==> config.mk <==
export PLATFORM = sky130hd
export DESIGN_NAME = mips_multicycle_control
export DESIGN_NICKNAME = d
export VERILOG_FILES = /design/src/rtl/mips_ctrl_defs.sv /design/src/rtl/ctrl_mem_timeout.sv /design/src/rtl/mips_multicycle_control.sv
export SDC_FILE = /design/constraint.sdc
export NUM_CORES = 1
export LEC_CHECK = 0
export ABC_AREA = 1
export CAP_MARGIN = 20
export CORE_UTILIZATION = 40
export DETAILED_ROUTE_END_ITERATION = 8
export GPL_ROUTABILITY_DRIVEN = 0
export PLACE_DENSITY = 0.71
export SETUP_SLACK_MARGIN = 0.05
export SLEW_MARGIN = 40
export SYNTH_ARGS = -nofsm -noshare
export SYNTH_HDL_FRONTEND = slang
export SYNTH_SLANG_ARGS = --single-unit
==> constraint.sdc <==
create_clock -name i_clk -period 1.59 [get_ports i_clk]
set_input_delay 0.159 -clock i_clk [delete_from_list [all_inputs] [get_ports i_clk]]
set_output_delay 0.159 -clock i_clk [all_outputs]
set_load 0.01 [all_outputs]
==> src/rtl/mips_ctrl_defs.sv <==
// Shared definitions for the multicycle MIPS control path.
//   - Opcode constants decoded by the main control FSM.
//   - ALU_OP codes (also consumed by the ALU control decoder).
//   - 4-bit state encodings, visible on the debug STATE output.
package mips_ctrl_defs;

    localparam logic [5:0] OP_RTYPE = 6'b000000;
    localparam logic [5:0] OP_LW    = 6'b100011;
    localparam logic [5:0] OP_SW    = 6'b101011;
    localparam logic [5:0] OP_BEQ   = 6'b000100;

    localparam logic [1:0] ALUOP_RTYPE = 2'b00;
    localparam logic [1:0] ALUOP_SW    = 2'b01;
    localparam logic [1:0] ALUOP_LW    = 2'b10;
    localparam logic [1:0] ALUOP_BEQ   = 2'b11;

    typedef enum logic [3:0] {
        StIdle     = 4'd0,
        StFetch    = 4'd1,
        StDecode   = 4'd2,
        StMemAddr  = 4'd3,
        StMemRead  = 4'd4,
        StWbMem    = 4'd5,
        StMemWrite = 4'd6,
        StExecR    = 4'd7,
        StWbR      = 4'd8,
        StBranch   = 4'd9,
        StTrap     = 4'd10
    } ctrl_state_e;

    // States that hold a memory request open and are guarded by the timeout counter.
    function automatic logic is_mem_wait(input ctrl_state_e s);
        return (s == StFetch) || (s == StMemRead) || (s == StMemWrite);
    endfunction

endpackage

==> src/rtl/ctrl_mem_timeout.sv <==
// Memory wait-cycle counter for the multicycle control FSM.
// Ports:
//   i_clk       system clock, rising edge
//   i_rst_n     asynchronous active-low reset (count = 0)
//   i_clr       synchronous clear (priority over i_en)
//   i_en        count one wait cycle
//   o_expired   count has reached MEM_TIMEOUT
module ctrl_mem_timeout #(
    parameter int unsigned MEM_TIMEOUT = 15,
    parameter int unsigned TO_W        = 4
) (
    input  logic i_clk,
    input  logic i_rst_n,
    input  logic i_clr,
    input  logic i_en,
    output logic o_expired
);

    logic [TO_W-1:0] r_count;

    always_ff @(posedge i_clk or negedge i_rst_n) begin
        if (!i_rst_n) begin
            r_count <= '0;
        end else if (i_clr) begin
            r_count <= '0;
        end else if (i_en) begin
            r_count <= r_count + TO_W'(1);
        end
    end

    // The FSM leaves the wait state on expiry, so the count never wraps.
    assign o_expired = (r_count == TO_W'(MEM_TIMEOUT));

endmodule

==> src/rtl/mips_multicycle_control.sv <==
// Main control FSM of the multicycle MIPS datapath.
// Ports:
//   i_clk, i_rst_n        clock, asynchronous active-low reset
//   i_opcode[5:0]         instruction[31:26], stable from DECODE until next FETCH
//   i_zero                ALU zero flag (branch decision)
//   i_mem_ready           memory completes the current request this cycle
//   o_alu_op[1:0]         00 R-type, 01 SW, 10 LW, 11 BEQ
//   o_alu_src_b           0 = register B, 1 = sign-extended immediate
//   o_mem_req, o_mem_we   memory request / write qualifier
//   o_iord                0 = address from PC, 1 = from ALUOut
//   o_ir_write, o_pc_write, o_pc_src   IR/PC load controls, PC source select
//   o_reg_write, o_reg_dst, o_mem_to_reg   register file write controls
//   o_illegal, o_timeout  sticky trap causes
//   o_state[3:0]          current state for debug
module mips_multicycle_control
    import mips_ctrl_defs::*;
#(
    parameter int unsigned MEM_TIMEOUT = 15,
    parameter int unsigned TO_W        = 4
) (
    input  logic       i_clk,
    input  logic       i_rst_n,
    input  logic [5:0] i_opcode,
    input  logic       i_zero,
    input  logic       i_mem_ready,
    output logic [1:0] o_alu_op,
    output logic       o_alu_src_b,
    output logic       o_mem_req,
    output logic       o_mem_we,
    output logic       o_iord,
    output logic       o_ir_write,
    output logic       o_pc_write,
    output logic       o_pc_src,
    output logic       o_reg_write,
    output logic       o_reg_dst,
    output logic       o_mem_to_reg,
    output logic       o_illegal,
    output logic       o_timeout,
    output logic [3:0] o_state
);

    ctrl_state_e r_state, w_state_next;
    logic        r_illegal, r_timeout;
    logic        w_set_illegal, w_set_timeout;
    logic        w_to_clr, w_to_en, w_expired;

    // Counter restarts whenever a memory wait state is freshly entered.
    assign w_to_clr = is_mem_wait(w_state_next) && (w_state_next != r_state);
    assign w_to_en  = is_mem_wait(r_state) && !i_mem_ready;

    ctrl_mem_timeout #(
        .MEM_TIMEOUT (MEM_TIMEOUT),
        .TO_W        (TO_W)
    ) u_timeout (
        .i_clk     (i_clk),
        .i_rst_n   (i_rst_n),
        .i_clr     (w_to_clr),
        .i_en      (w_to_en),
        .o_expired (w_expired)
    );

    always_ff @(posedge i_clk or negedge i_rst_n) begin
        if (!i_rst_n) begin
            r_state   <= StIdle;
            r_illegal <= 1'b0;
            r_timeout <= 1'b0;
        end else begin
            r_state <= w_state_next;
            if (w_set_illegal) r_illegal <= 1'b1;
            if (w_set_timeout) r_timeout <= 1'b1;
        end
    end

    // Next state. In memory states a ready in the expiry cycle wins over the trap.
    always_comb begin
        w_state_next  = r_state;
        w_set_illegal = 1'b0;
        w_set_timeout = 1'b0;
        unique case (r_state)
            StIdle:   w_state_next = StFetch;
            StFetch: begin
                if (i_mem_ready) begin
                    w_state_next = StDecode;
                end else if (w_expired) begin
                    w_state_next  = StTrap;
                    w_set_timeout = 1'b1;
                end
            end
            StDecode: begin
                unique case (i_opcode)
                    OP_RTYPE:     w_state_next = StExecR;
                    OP_LW, OP_SW: w_state_next = StMemAddr;
                    OP_BEQ:       w_state_next = StBranch;
                    default: begin
                        w_state_next  = StTrap;
                        w_set_illegal = 1'b1;
                    end
                endcase
            end
            StMemAddr: w_state_next = (i_opcode == OP_LW) ? StMemRead : StMemWrite;
            StMemRead, StMemWrite: begin
                if (i_mem_ready) begin
                    w_state_next = (r_state == StMemRead) ? StWbMem : StFetch;
                end else if (w_expired) begin
                    w_state_next  = StTrap;
                    w_set_timeout = 1'b1;
                end
            end
            StWbMem:  w_state_next = StFetch;
            StExecR:  w_state_next = StWbR;
            StWbR:    w_state_next = StFetch;
            StBranch: w_state_next = StFetch;
            StTrap:   w_state_next = StTrap;
            default:  w_state_next = StIdle;
        endcase
    end

    // Moore decode of the state register; FETCH and BRANCH PC/IR loads are Mealy.
    always_comb begin
        o_alu_op     = ALUOP_RTYPE;
        o_alu_src_b  = 1'b0;
        o_mem_req    = 1'b0;
        o_mem_we     = 1'b0;
        o_iord       = 1'b0;
        o_ir_write   = 1'b0;
        o_pc_write   = 1'b0;
        o_pc_src     = 1'b0;
        o_reg_write  = 1'b0;
        o_reg_dst    = 1'b0;
        o_mem_to_reg = 1'b0;
        unique case (r_state)
            StFetch: begin
                o_mem_req  = 1'b1;
                o_ir_write = i_mem_ready;
                o_pc_write = i_mem_ready;
            end
            StMemAddr: begin
                o_alu_src_b = 1'b1;
                o_alu_op    = (i_opcode == OP_LW) ? ALUOP_LW : ALUOP_SW;
            end
            StMemRead: begin
                o_mem_req = 1'b1;
                o_iord    = 1'b1;
                o_alu_op  = ALUOP_LW;
            end
            StWbMem: begin
                o_reg_write  = 1'b1;
                o_mem_to_reg = 1'b1;
            end
            StMemWrite: begin
                o_mem_req = 1'b1;
                o_mem_we  = 1'b1;
                o_iord    = 1'b1;
                o_alu_op  = ALUOP_SW;
            end
            StWbR: begin
                o_reg_write = 1'b1;
                o_reg_dst   = 1'b1;
            end
            StBranch: begin
                o_alu_op   = ALUOP_BEQ;
                o_pc_src   = 1'b1;
                o_pc_write = i_zero;
            end
            default: ;
        endcase
    end

    assign o_illegal = r_illegal;
    assign o_timeout = r_timeout;
    assign o_state   = r_state;

endmodule
==> impl_metrics.ini <==
[outcome]
status = finished, violations left
violations = negative setup slack

[grt]
gr-usage-met3_pct = 6.54
grtUsageTotal_pct = 24.3
grt_use_met2_pct = 42.6
grt_pass1_vias = 1038
antenna_found_initial = 0
grt_busiest_layer = met2
grt-ovfl-total = 0
grt_first_pass_wirelength_mm = 4.43
grt_util_met1_pct = 28.0
grt_max_degree = 11

[detailed_routing]
ant_nets = 0
avgViaCountPerCell = 5.26
wl_mm = 3.20
first_pass_iters = 5
wl_per_cell_microns = 14.3
drt_iter0_drc = 51
drc = 0
via_count = 1179

[timing]
setup_ws_ps = -195
worst_slew_pin_slew_ps = 470
post-route-min-period_ps = 1790
hold_violations = 0
slew-limit-headroom_pct = 68.5
fin_worst_skew_ps = 14.7
fmax_ghz = 0.560
drv_slew = 0
rsz0062_at_grt = true
setup_violations = 7
period_share_pct = 112

[worst_setup_path]
slowest_stage = dfrtp_2
cp_cell_sequence = nand2_1 -> buf_4 -> nor2_4 -> buf_4 -> nor2_2 -> nand2_4 -> o21ai_2 -> nand3_4 -> a21oi_2
critPathCaptureType = register
crit_path_max_incr_delay_ps = 480
path_max_fanout = 5
crit_type = reg -> reg
critPathLaunchType = register
crit_path_frequent_cell = buf_4
cp.required_ps = 1780
worstPathArrival_ps = 1980

[die]
chipWidth_microns = 48.9
io_pins = 28
die_area_sq_um = 2390
floorplan.initialDensity_pct = 43.6
fp.dieH_microns = 48.9
core_area_sq_um = 2020
fp-row-count = 16

[synth]
synth.most_common_cell = nand2_1
syn_inst = 132
synth_area_leaders = dfrtp_1, nand2_1, nand3_1
ys.flop_type = dfrtp_1
synth_seq_area_share_pct = 28.4
ys_async_sr_fraction_pct = 100
synth-edff-count = 0
syn_nets = 143
postSynthAreaPerCell_sq_um = 6.67
yosysWarnings = 0
yosysTopAreaCellShare_pct = 28.4
synth_cell_type_count = 20
yosys.area.top_type = dfrtp_1
syn-cell-area_sq_um = 881
synth_seq_cells = 10
synth_common_cells = nand2_1, nand3_1, nor2_1

[cells_and_area]
final.fill_count = 129
nets = 210
syn_to_final_growth_pct = 80.8
n_antenna_cell = 0
drive_above_1_share_pct = 52.8
design_area_sq_um = 1590

[power]
ir_drop_uv = 1530
cell_internal_pwr_uw = 1600
p_clk_share_pct = 5.4
total_power_uw = 3230
p_switching_uw = 1630
p_sw_share_pct = 50.4
seqPwrFrac_pct = 14.1
pwr-share-comb_pct = 80.5
p_per_area_nw_per_um2 = 2030
leakage_uw = 0.000836

[place]
post_dp_cell_area_sq_um = 1370
dpl.hpwl_mm = 2.04
io_buffers = 27

[clocking]
clkTransAtPathRegs_ps = 70
cts-root-buf = clkbuf_4
hold_buffers = 0
cts_buffers = 3
cts_tree = done
clock_sinks = 10
clock_latency_ps = 280
htree_levels = 1
cts_buffer_depth = 2

[hold_path]
hp-class = in -> async

[job]
max-cap-violations = 0
metal layers:
layer	part of all wire [%]	wire length, microns
met3	6.9	220
met2	51	1620
met1	38	1200
met5	0	0
met4	4.8	155
through the flow:
stage	worst slack (ps)	hold WS, ps	setup TNS (ps)	instances	util [%]
finish	-195	202	-894	224	78.8
global route	-242	249	-1240	224	78.8
CTS	-83.0	218	-388	220	73.5
detailed placement	-404	463	-1790	211	67.9
global placement	-321	461	-1160	211	67.9
floorplan	70.2	-137	0	132	-
cell type report:
| type | count | area (sq um) | area share (%) |
|---|---|---|---|
| flip-flops and latches | 10 | 254 | 15.9 |
| clock buffers | 3 | 22.5 | 1.41 |
| multi-input cells | 102 | 683 | 42.9 |
| well taps | 27 | 33.8 | 2.12 |
| inverters | 20 | 75.1 | 4.71 |
| repair buffers | 62 | 524 | 32.9 |
path summary, 6_finish.rpt:
path,cells after the start,to,slack (ps),startpoint
max,9,u_timeout.r_count[0]$_DFFE_PN0P_,-200,o_state[1]$_DFF_PN0_
min,1,u_timeout.r_count[3]$_DFFE_PN0P_,200,i_rst_n
max reg2reg,9,u_timeout.r_count[0]$_DFFE_PN0P_,-200,o_state[1]$_DFF_PN0_
min reg2reg,1,o_illegal$_DFFE_PN0P_,480,o_illegal$_DFFE_PN0P_
max in group asynchronous,1,o_state[1]$_DFF_PN0_,1020,i_rst_n
min in group i_clk,1,o_illegal$_DFFE_PN0P_,480,o_illegal$_DFFE_PN0P_
layout by cell type, fill, tap and decap left out:
cell             count
nand2_1             28
buf_4               27
clkdlybuf4s50_1     13
nand3_1             12
nand2_2             11
inv_1               11
nor2_1               9
buf_6                9
inv_2                8
nor2_4               8
dfrtp_1              7
buf_2                6
nor2_2               5
a21oi_2              5
nand3_4              4
nand2_4              4
nand3_2              4
clkbuf_2             4
nand4_1              3
xor2_1               3
clkbuf_4             3
dfrtp_2              3
o21bai_1             2
clkinv_1             1
o311ai_1             1
o21ai_1              1
o21ai_2              1
ha_1                 1
clkdlybuf4s15_2      1
dlygate4sd2_1        1
buf_12               1
power by group through the flow:
stage          clock network, uW  registers [uW]  logic (uW)
6_report                     174             456        2600
3_3_place_gp                   0             432        1950
4_1_cts                      164             436        2160
3_5_place_dp                   0             434        2000
2_1_floorplan                  0             463        1040
5_1_grt                      181             464        2780
kinds of logic (layout without fill, tap and decap cells):
logic type,Yosys count,after routing,synth area share [%]
and+or+nand+nor,88,88,52.0
adders and majority gates,1,1,1.42
xor gates and xnor gates,3,3,2.98
buffers and inverters,20,85,8.52
AOI/OAI and AO/OA,10,10,6.67
DFF,10,10,28.4
sequential cells by signal, indices dropped and copies added (netlist names):
signal,flops
u_timeout.r_count,4
o_illegal,1
o_timeout,1
o_state,4
repair_timing:
action	in CTS	in global routing
cloned	0	0
setup buffers	6	4
resized for setup	53	38
endpoints found under the setup margin	17	19
pin swaps	9	12
hold endpoints to repair	0	0
critical path, delay by kind of cell (launching register included):
family                 cells  cell delay (ps)
flip-flops                 1              480
buffers and inverters      2              270
AND/OR/NAND/NOR            5              600
AO/OA/AOI/OAI              2              370
Power figures use the tool's default switching activity.
==> variant 1 (config.mk and constraints unchanged) <==
`TO_W` is set to 4 in 2 places; all go to 3.
--- a/src/rtl/ctrl_mem_timeout.sv
+++ b/src/rtl/ctrl_mem_timeout.sv
@@ -7,7 +7,7 @@
 //   o_expired   count has reached MEM_TIMEOUT
 module ctrl_mem_timeout #(
     parameter int unsigned MEM_TIMEOUT = 15,
-    parameter int unsigned TO_W        = 4
+    parameter int unsigned TO_W        = 3
 ) (
     input  logic i_clk,
     input  logic i_rst_n,
--- a/src/rtl/mips_multicycle_control.sv
+++ b/src/rtl/mips_multicycle_control.sv
@@ -16,7 +16,7 @@
     import mips_ctrl_defs::*;
 #(
     parameter int unsigned MEM_TIMEOUT = 15,
-    parameter int unsigned TO_W        = 4
+    parameter int unsigned TO_W        = 3
 ) (
     input  logic       i_clk,
     input  logic       i_rst_n,
Function: changed (a bounded check fails within 10 cycles, from zero or initial values and one cycle with i_rst_n low).
==> variant 1 against the unedited design <==
- the flow still finishes with violations (negative setup slack)
- global-route usage increased by 1.9 points
- sequential cell count decreased by 1
- maximum frequency increased by 2.0%
- power increased by 3.9%
- non-clock buffer count increased by 3
- cell area increased by 2.8%
- worst hold slack got worse by 0.0057 ns
- highest routed layer unchanged
- synthesized area decreased by 2.8%
- routed wire length increased by 9.7%
- setup slack improved by 0.035 ns
==> variant 1: results <==
metrics = {
    "yosys": {
        "synthTopCellsByArea": "dfrtp_1 26%, nand2_1 11%, nand2_2 8.0%",
        "ys_seq_elements": 9,
        "synth_xor_area_frac": 0.0102,
        "ys_types": 21,
        "synth_fa_ha_area_frac": 0.0292,
    },
    "cts": {
        "post-cts-setup-buffers": 12,
        "post_cts_resize_count": 60,
    },
    "placed_design": {
        "post-place-ws_ns": -0.250,
        "dpl.hpwl_mm": 1.93,
        "place_inst": 206,
    },
    "timing": {
        "relSlewSlack": 0.730,
        "setup_viol": 4,
        "tns_ns": -0.485,
        "worst_slack_ns": -0.160,
    },
    "global_route": {
        "met2_usage": 0.469,
        "grt_use_met1": 0.345,
        "grt_pass1_vias": 974,
        "grt_pass1_wl_mm": 4.22,
        "grt_max_degree": 10,
    },
    "final_layout": {
        "fillers": 114,
        "final_cells": 225,
        "area_growth_pct": 91.4,
        "drive_gt1_frac": 0.571,
        "clk_share": 0.0160,
        "non_clock_inverter_count": 24,
        "multi_input_cells": 96,
    },
    "setup_path": {
        "cp.arrival_ns": 1.89,
        "critPathMaxFanout": 4,
    },
    "status": {
        "violations": "negative setup slack",
        "status": "finished, violations left",
    },
    "power": {
        "ir_drop_mv": 1.78,
    },
}
-- variant 1: changes by cell type in the layout (fill, tap and decap cells not counted), moves of 3 or more --
| cell | unedited run | this run |
|---|---|---|
| buf_4 | 27 | 30 |
| dfrtp_2 | 3 | 0 |
| inv_1 | 11 | 16 |
| nand2_1 | 28 | 20 |
| nand2_2 | 11 | 14 |
| nand3_1 | 12 | 9 |
-- variant 1: worst paths after layout --
kind                            cells after the start              endpoint  slack, ns            startpoint
worst max-delay path                               10  u_timeout.r_count[0]      -0.16  u_timeout.r_count[1]
worst min-delay path                                1            o_state[0]       0.20               i_rst_n
worst max register to register                     10  u_timeout.r_count[0]      -0.16  u_timeout.r_count[1]
worst min register to register                      2             o_illegal       0.47             o_illegal
max in group asynchronous                           1            o_state[1]       1.11               i_rst_n
min in group i_clk                                  2             o_illegal       0.47             o_illegal
-- variant 1: power by group --
group,internal (mW),switching [mW]
logic,1.29,1.51
clock network,0.0965,0.0762
registers,0.312,0.0791
total,1.70,1.66
==> variant 2 (same flow settings) <==
Without the edit above. Put one more register stage on the output `o_timeout`, without a reset. The value now appears one clock later. The other outputs are not delayed to match.
--- a/src/rtl/mips_multicycle_control.sv
+++ b/src/rtl/mips_multicycle_control.sv
@@ -167,7 +167,9 @@
     end
 
     assign o_illegal = r_illegal;
-    assign o_timeout = r_timeout;
+    always_ff @(posedge i_clk) begin
+        o_timeout <= r_timeout;
+    end
     assign o_state   = r_state;
 
 endmodule
Function: no difference found for any inputs over 10 cycles, from zero or initial values and one cycle with i_rst_n low; that may be too few to reach the edited logic, so the function may still have changed.
==> variant 2 against the unedited design <==
- the run still ends with negative setup slack left
- non-clock buffer count rose by 2
- synthesized cell count increased by 2.3%
- sequential cell count grew 1
- synthesized area up 12%
- setup slack gained 0.039 ns
- die area up 11%
- power up 12%
- routed wire length barely moved
- clock power up 16%
- cell area is 8.4% higher
- sequential power up 8.3%
- first-iteration DRC count decreased by 39%
- worst hold slack worse by 0.017 ns
- critical path type unchanged
- critical endpoint is now u_timeout.r_count[3]
- highest routed layer unchanged
==> variant 2: results <==
metrics = {
    "routing": {
        "drt_iter0_markers": 31,
        "wirelength_mm": 3.20,
        "met2WireLength_mm": 1.58,
        "wl_met1_mm": 1.40,
    },
    "global_route": {
        "grt_pass1_vias": 1083,
        "met3_usage": 0.0380,
        "track_usage": 0.248,
        "met2_usage": 0.422,
    },
    "status": {
        "violations": "negative setup slack",
        "status": "finished, violations left",
    },
    "power": {
        "ir_drop_mv": 1.74,
        "p_leak_nw": 0.933,
        "p_clk_frac": 0.056,
    },
    "timing": {
        "fmax_mhz": 573,
        "setup_viol": 8,
        "worst_slack_ns": -0.156,
    },
    "placed_design": {
        "place_inst": 215,
        "placed_cell_area_mm2": 0.00148,
    },
    "final_layout": {
        "fillers": 162,
        "buffers_excl_clock": 64,
        "clk_share": 0.0152,
        "multi_input_cells": 103,
        "multi_input_area_um2": 749,
        "drive_gt1_frac": 0.571,
        "regArea_um2": 275,
    },
    "yosys": {
        "synth_fa_ha_area_frac": 0.0127,
        "synth_xor_area_frac": 0.0178,
        "ys_types": 24,
        "syn_area_per_cell_um2": 7.29,
        "ys_seq_elements": 11,
        "synthesis.nets": 146,
    },
    "setup_path": {
        "critPathMaxFanout": 4,
    },
}
==> variant 2: cell count changes in the layout (fill, tap and decap cells not counted), sizes merged <==
cell | before | now
clkdlybuf4s50 | 13 | 11
a31o | 0 | 1
buf | 43 | 45
inv | 19 | 20
clkbuf | 7 | 6
xor2 | 3 | 2
dfxtp | 0 | 1
nand3 | 20 | 21
dlymetal6s2s | 0 | 2
dlygate4sd2 | 1 | 3
==> variant 2: what timing repair did <==
item | in CTS | in global routing
gates resized for setup | 63 | 34
endpoints found under the setup margin | 20 | 19
setup buffers | 8 | 5
pin swaps | 13 | 15
==> variant 2: final timing paths <==
path / from / to / slack [ns] / cells past startpoint
setup / recovery: o_state[0] / u_timeout.r_count[3] / -0.16 / 12
hold reg to reg: r_timeout / o_timeout / 0.36 / 0
hold / removal: i_rst_n / o_state[1] / 0.19 / 1
setup reg to reg: o_state[0] / u_timeout.r_count[3] / -0.16 / 12
min in group i_clk: r_timeout / o_timeout / 0.36 / 0
max in group asynchronous: i_rst_n / o_state[2] / 1.07 / 1
